[src/rtl/hmac_key_padder.sv]
// HMAC key-pad generator: captures a key on start and streams one block of
// key-XOR-pad words (ipad 0x36 / opad 0x5C) over a valid/ready interface.
module hmac_key_padder #(
    parameter int WORD_W      = 32,
    parameter int BLOCK_WORDS = 16,
    localparam int KEY_W      = WORD_W * BLOCK_WORDS,
    localparam int CNT_W      = $clog2(BLOCK_WORDS + 1)
) (
    input  logic              clk,
    input  logic              rst_n,
    input  logic [KEY_W-1:0]  key,
    input  logic [CNT_W-1:0]  key_words,
    input  logic              mode,
    input  logic              start,
    input  logic              abort,
    input  logic              out_ready,
    output logic              out_valid,
    output logic [WORD_W-1:0] out_data,
    output logic              out_last,
    output logic              busy,
    output logic              done
);

    typedef enum logic {
        IDLE = 1'b0,
        SEND = 1'b1
    } state_e;

    localparam logic [CNT_W-1:0] LAST_IDX = CNT_W'(BLOCK_WORDS - 1);
    localparam logic [CNT_W-1:0] FULL_CNT = CNT_W'(BLOCK_WORDS);

    state_e              state_q, state_d;
    logic [CNT_W-1:0]    idx_q, idx_d;
    logic [KEY_W-1:0]    key_q, key_d;
    logic [CNT_W-1:0]    nwords_q, nwords_d;
    logic                mode_q, mode_d;
    logic [WORD_W-1:0]   data_q, data_d;
    logic                valid_q, valid_d;
    logic                last_q, last_d;
    logic                done_q, done_d;
    logic [CNT_W-1:0]    nwords_sat;

    // Word idx of the padded block; key words at or beyond nwords read as zero.
    function automatic logic [WORD_W-1:0] padded_word(
        input logic [KEY_W-1:0] k,
        input logic [CNT_W-1:0] nwords,
        input logic             m,
        input logic [CNT_W-1:0] idx
    );
        logic [WORD_W-1:0] kword;
        logic [7:0]        pad_byte;
        pad_byte = m ? 8'h5C : 8'h36;
        kword    = '0;
        for (int w = 0; w < BLOCK_WORDS; w++) begin
            if (CNT_W'(w) == idx && idx < nwords) begin
                kword = k[w*WORD_W +: WORD_W];
            end
        end
        return kword ^ {(WORD_W/8){pad_byte}};
    endfunction

    assign nwords_sat = (key_words > FULL_CNT) ? FULL_CNT : key_words;

    always_comb begin
        // NOTE: every next-state signal gets a hold/default value first so no
        // path through the case below can leave one unassigned (no latches).
        state_d  = state_q;
        idx_d    = idx_q;
        key_d    = key_q;
        nwords_d = nwords_q;
        mode_d   = mode_q;
        data_d   = data_q;
        valid_d  = valid_q;
        last_d   = last_q;
        done_d   = 1'b0;

        unique case (state_q)
            IDLE: begin
                if (start && !abort) begin
                    key_d    = key;
                    nwords_d = nwords_sat;
                    mode_d   = mode;
                    idx_d    = '0;
                    data_d   = padded_word(key, nwords_sat, mode, '0);
                    valid_d  = 1'b1;
                    last_d   = 1'b0;
                    state_d  = SEND;
                end
            end
            SEND: begin
                if (abort) begin
                    valid_d = 1'b0;
                    last_d  = 1'b0;
                    state_d = IDLE;
                end else if (valid_q && out_ready) begin
                    if (idx_q == LAST_IDX) begin
                        valid_d = 1'b0;
                        last_d  = 1'b0;
                        done_d  = 1'b1;
                        state_d = IDLE;
                    end else begin
                        // Next word is loaded on the accepting edge: no bubbles.
                        idx_d  = idx_q + 1'b1;
                        data_d = padded_word(key_q, nwords_q, mode_q, idx_q + 1'b1);
                        last_d = (idx_q + 1'b1 == LAST_IDX);
                    end
                end
            end
            default: state_d = IDLE;
        endcase
    end

    // NOTE: state registers use non-blocking assignments so every flop samples
    // the pre-edge values regardless of statement order.
    always_ff @(posedge clk or negedge rst_n) begin
        if (!rst_n) begin
            state_q  <= IDLE;
            idx_q    <= '0;
            key_q    <= '0;
            nwords_q <= '0;
            mode_q   <= 1'b0;
            data_q   <= '0;
            valid_q  <= 1'b0;
            last_q   <= 1'b0;
            done_q   <= 1'b0;
        end else begin
            state_q  <= state_d;
            idx_q    <= idx_d;
            key_q    <= key_d;
            nwords_q <= nwords_d;
            mode_q   <= mode_d;
            data_q   <= data_d;
            valid_q  <= valid_d;
            last_q   <= last_d;
            done_q   <= done_d;
        end
    end

    assign out_valid = valid_q;
    assign out_data  = data_q;
    assign out_last  = last_q;
    assign busy      = (state_q == SEND);
    assign done      = done_q;

endmodule

[config.mk]
export PLATFORM = sky130hd
export DESIGN_NAME = hmac_key_padder
export DESIGN_NICKNAME = d
export VERILOG_FILES = /design/src/rtl/hmac_key_padder.sv
export SDC_FILE = /design/constraint.sdc
export NUM_CORES = 1
export LEC_CHECK = 0
export ABC_AREA = 0
export ABC_CLOCK_PERIOD_IN_PS = 5850
export CORE_ASPECT_RATIO = 1.4
export CORE_MARGIN = 1
export CORE_UTILIZATION = 52
export CTS_BUF_LIST = sky130_fd_sc_hd__clkbuf_16
export DETAILED_ROUTE_END_ITERATION = 6
export HOLD_SLACK_MARGIN = 0.05
export PLACE_DENSITY = 0.81
export SLEW_MARGIN = 20
export SYNTH_ARGS = -nofsm -noshare
export SYNTH_HDL_FRONTEND = slang
export SYNTH_SLANG_ARGS = --single-unit
[constraint.sdc]
create_clock -name clk -period 5.85 [get_ports clk]
set_clock_uncertainty 0.2 [all_clocks]
set_input_delay 1.755 -clock clk [delete_from_list [all_inputs] [get_ports clk]]
set_output_delay 1.755 -clock clk [all_outputs]
set_load 0.005 [all_outputs]
; Yosys cells after proc, flatten, opt, wreduce, memory -nomap -nowiden
; Cells that the tools add are included.
[word_totals]
regBits = 559
input_bits = 523
out_inout_bits = 36
word_cells = 118
[classes]
addsub = 1
order_cmp = 3
eq_ne = 23
n_mux = 55
bitwise_logic = 3
n_reduce_logical = 24
[op_table]
columns = cell, n
row1 = 2-to-1 mux 32 bit, 27
row2 = case mux 32 bit (2 select lines), 1
row3 = bitwise XOR 32 x 31 -> 32 bit, 2
row4 = "equality test 4 x 5 -> 1 bit, first input constant", 8
row5 = 2-to-1 mux 5 bit, 5
row6 = "equality test 3 x 5 -> 1 bit, first input constant", 4
row7 = logical AND 1 bit, 18
row8 = 2-to-1 mux 1 bit, 16
row9 = 2-to-1 mux 7 bit, 2
row10 = "equality test 2 x 5 -> 1 bit, first input constant", 2
row11 = "equality test 5 x 4 -> 1 bit, second input constant", 2
row12 = case mux 5 bit (2 select lines), 1
row13 = "!= test 2 bit, second input constant", 3
row14 = "!= test 3 x 2 -> 1 bit, second input constant", 2
row15 = case mux 1 bit (2 select lines), 3
row16 = "adder 5 x 1 -> 5 bit, second input constant", 1
row17 = "equality test 1 x 5 -> 1 bit, first input constant", 1
row18 = "greater-than comparator 5 bit, second input constant", 1
row19 = zero test 5 bit, 1
row20 = "less-than comparator 1 x 5 -> 1 bit, first input constant", 1
row21 = less-than comparator 5 bit, 1
row22 = AND reduction 2 bit, 2
row23 = AND reduction 4 bit, 1
row24 = AND reduction 3 bit, 1
row25 = 3 further kinds, 3

; Longest topological paths before layout
[depth]
word_depth = 28
ltp_mapped = 17
ltp_nobuf = 14

; Least setup slack after synthesis
; OpenSTA, ideal clock, no wires.
[synth_path]
kind = reg-to-reg
from = register idx_q[0]
to = register data_q[13], in the netlist out_data[13]
setup_ns = 0.138
arrival_time_ns = 3.803
t_required_ns = 5.512
slack_ns = 1.709
stages_incl_launch_ff = 17
path_buffers = 2
synth_period_minus_slack_ns = 4.141
cell_sequence = dfrtp_1 > ha_1 > and3_1 > ha_1 > buf_2 > clkinv_1 > ha_1 > nor2b_1 > nor3_1 > nand3_1 > nor2_1 > buf_2 > a2111oi_0 > o31ai_1 > a21oi_1 > mux2i_1 > o211ai_1
[synth_via]
elab_chain_len = 28
elab_cells_between_ends = 62
classes_between = add/sub: 1 / order compare: 1 / eq/ne: 17 / mux: 24 / bitwise: 1 / reduce/logical: 18
[synth_lines]
columns = item, line_no
row1 = "start, declared", 33  ; logic [CNT_W-1:0] idx_q, idx_d;
row2 = "start signal, assigned", 128  ; idx_q <= idx_d;
row3 = adder 5 x 1 -> 5 bit, 104  ; data_d = padded_word(key_q, nwords_q, mode_q, idx_q + 1'b1);
row4 = less-than comparator 5 bit or zero test 5 bit (tied branches), 55  ; if (CNT_W'(w) == idx && idx < nwords) begin
row5 = logical AND 1 bit, 55
row6 = 2-to-1 mux 32 bit (16 in a row), 55
row7 = 2-to-1 mux 32 bit, 96  ; if (idx_q == LAST_IDX) begin
row8 = 2-to-1 mux 32 bit, 95  ; end else if (valid_q && out_ready) begin
row9 = 2-to-1 mux 32 bit, 91  ; if (abort) begin
row10 = 2-to-1 mux 32 bit, 77  ; unique case (state_q)
row11 = bitwise XOR 32 x 31 -> 32 bit, 59  ; return kword ^ {(WORD_W/8){pad_byte}};
row12 = 2-to-1 mux 32 bit, 96
row13 = 2-to-1 mux 32 bit, 95
row14 = 2-to-1 mux 32 bit, 91
row15 = case mux 32 bit (2 select lines), 77
row16 = "end signal, assigned", 132  ; data_q <= data_d;
row17 = "end, declared", 37  ; logic [WORD_W-1:0] data_q, data_d;
; Parallel ways exist; a longest one is shown, timed or not. The select of a mux whose other input is x is not followed.
; A chain may end at the register's enable or synchronous reset.

; Final worst setup path
[layout_path]
from = register idx_q[0]
to = register data_q[23], in the netlist out_data[23]
; Same word-level chain as after synthesis.

==> flow_summary.yaml <==
outcome:
  outcome: "completed"
cells_and_area:
  final_design_area_no_fill_sq_um: 34600
  finalCoreUtilization_pct: 69.2
  synthToLayoutAreaGrowth_pct: 31.2
  fin_cells: 4444
  num-fill-cells: 4100
  share_of_layout_cells_above_drive_strength_1_pct: 5.20
  final_net_count: 4278
  ff_latch_area_sq_um: 14000
  multiInputGateArea_sq_um: 11500
synthesis:
  synth_edf_count: 0
  total_nets_after_synthesis: 3782
  synth.cells.most_frequent: "nand2_1, dfrtp_1, clkbuf_1"
  syn_area_per_cell_sq_um: 8.11
  async_flop_share_pct: 100
  synthTopCellsByArea: "dfrtp_1, nand2_1, clkbuf_1"
  synth_cell_type_count: 72
  dominantRegCellSynth: "dfrtp_1"
  synth_area_leader_cell: "dfrtp_1"
  synth_sequential_area_ratio_pct: 53.0
  syn-instance-count: 3251
  synth_top_area_share_pct: 53.0
  synth_seq_cells: 559
  cell_area_after_synthesis_sq_um: 26400
  most_used_standard_cell_by_instance_count_after_synthesis: "nand2_1"
  synth-warning-count: 0
die:
  io_pins: 559
  fp.coreArea_sq_um: 50000
  num_rows: 97
  start_util_pct: 52.7
  chipWidth_um: 192
  floorplan.die_area_sq_um: 51600
  dieHeight_um: 268
sta:
  timing.hold.ws_ns: 0.276
  setup_total_negative_slack_ns: 0
  clock.fmax_ghz: 0.182
  maxSlewHeadroom_pct: 10.1
  timing_worst_slew_pin_value_ns: 1.32
  final_critical_path_setup_slack_ns: 0.346
  grt_setup_unrepaired: "no"
  setup-violations-final: 0
  finalCritPeriodShare_pct: 94.1
  final-hold-violation-count: 0
  finalWorstPathRequiredPeriod_ns: 5.50
  final_max_slew_viol_count: 0
global_routing:
  overall_overflow_remaining_after_global_route: 0
  grt_first_pass_wirelength_um: 167000
  via_count_of_the_first_global_routing_pass: 26500
  largest_net_degree_at_the_start_of_global_routing: 134
  antenna_violations_before_repair: 10
  global_route.usage.total_pct: 45.1
power:
  leakagePower_nw: 16.7
  power_density_over_the_cells_nw_per_um2: 361
  post-layout-total-power_mw: 12.5
  power.ir.vdd_worst_v: 0.000339
hold_path:
  hp-class: "reg2reg"
routing:
  drt-initial-drc-count: 3529
  drt_first_pass_iters: 6
  wirelength_um: 116000
  route.detailed.vias_per_inst: 6.07
  detailroute.via_count: 27000
  route.detailed.drc: 0
  wl_per_cell_um: 26.2
  ant_nets: 0
clock_tree:
  htreeDepth: 2
  clk-insertion-delay-late_ns: 0.62
  path_clk_slew_ns: 0.07
  numCtsBuffers: 53
  cts-hold-fix-buffers: 0
  clockRootBuffer: "clkbuf_16"
  post-cts-setup-buffer-count: 0
  post_cts.resized_instances: 0
  clock_sink_count: 559
  clock_path_buffers: 3
  cts_tree: "built"
setup_path:
  cp-end-kind: "flip-flop"
  critical_path.max_fanout: 9
  signal_arrival_time_at_the_worst_endpoint_ns: 5.75
  cp_data_required_time_ns: 6.10
  worst_setup_path_start_kind: "flip-flop"
  setup.worst_path.class: "reg2reg"
placed_design:
  port_buffers: 558
  worst_slack_placed_ns: 0.548
  placed_cells_incl_taps: 4335
  routabilityCongestion: 1.12
  post_dp_cell_area_sq_um: 32900
  detailedPlacementHpwl_um: 87500
flow_run:
  cap_viol_max_count: 0
==> state kept, by name (all words and copies together), names as in the netlist <==
register   count
out_data      32
mode_q         1
busy           1
idx_q          5
out_valid      1
nwords_q       5
done           1
key_q        512
out_last       1
==> cell type report <==
type	count	area share, %
Clock buffer	55	3.98
Sequential cell	559	40.4
Inverter	13	0.141
Antenna cell	12	0.0868
Timing Repair Buffer	651	18.7
Multi-Input combinational cell	2469	33.4
Clock inverter	42	0.951
Tap cell	643	2.33
==> critical path: stages, from the launching register on <==
cell      delay, ns
dfrtp_1        0.47
ha_1           0.32
and3_1         0.18
ha_1           0.30
clkinv_1       0.08
ha_1           0.35
nor2b_1        0.22
o21ai_1        0.23
nand4_1        0.37
nor2_1         0.69
nand2_1        0.40
o22ai_1        0.47
nor2_1         0.08
a221oi_1       0.80
o22ai_1        0.17
==> metal layers <==
metal | vias up | routed length, um | share of wire [%] | GRT usage (%)
li1 | 11800 | - | - | -
met1 | 12700 | 39400 | 34 | 52.0
met2 | 1913 | 52700 | 45 | 70.6
met3 | 600 | 11500 | 9.9 | 9.59
met4 | 2 | 12900 | 11 | 40.3
met5 | - | 9 | 0.0077 | 0
==> logic make-up after synthesis <==
kind of cell    after synthesis  share of synthesized area (%)
compound gates              508                           13.1
fa+ha+maj                     8                          0.380
mux                          13                          0.493
buf+inv                     223                           3.27
xor+xnor                     24                          0.925
simple gates               1916                           28.7
flops                       559                           53.0
==> cell usage in the layout, fill, tap and decap left out, types with 5 or more instances in the layout <==
cell             instances
a2bb2oi_1                6
dfrtp_1                558
buf_12                  15
mux2i_1                 13
ha_1                     8
a31oi_1                 16
o211ai_1                21
nand3_1                 33
nor4_2                   8
clkdlybuf4s50_1        557
a22oi_1                 12
o21ai_0                 79
xnor2_1                 12
inv_1                   21
diode_2                 12
nand4_1                 16
and3_1                   6
o21ai_1                 27
o221ai_1                29
a221o_1                 24
clkinv_2                13
o31ai_1                  7
o22ai_1                 76
clkbuf_16               55
nor3_1                  36
a21oi_1                 82
nor2_1                  96
buf_4                   78
nor2b_1                  5
clkinv_1                11
a211oi_1                22
a221oi_1                63
nand2_1               1676
xor2_1                   9
nand2b_1                 9
bufinv_16                5
==> path summary, 6_finish.rpt <==
check,endpoint,slack [ns],cells after the start,start
worst max register to register,out_data[23],0.35,14,idx_q[0]
worst min register to register,key_q[309],0.28,2,key_q[309]
worst max-delay path,out_data[23],0.35,14,idx_q[0]
max in group asynchronous,key_q[247],3.27,2,rst_n
min in group asynchronous,key_q[354],0.99,1,rst_n
worst min-delay path,key_q[309],0.28,2,key_q[309]
==> power breakdown <==
group	leakage [nW]	internal (mW)	switching, mW
registers	6.87	4.78	0.924
logic	8.97	1.34	1.94
clock network	0.880	1.92	1.56
Note: power is estimated with default switching activity, not from simulation.
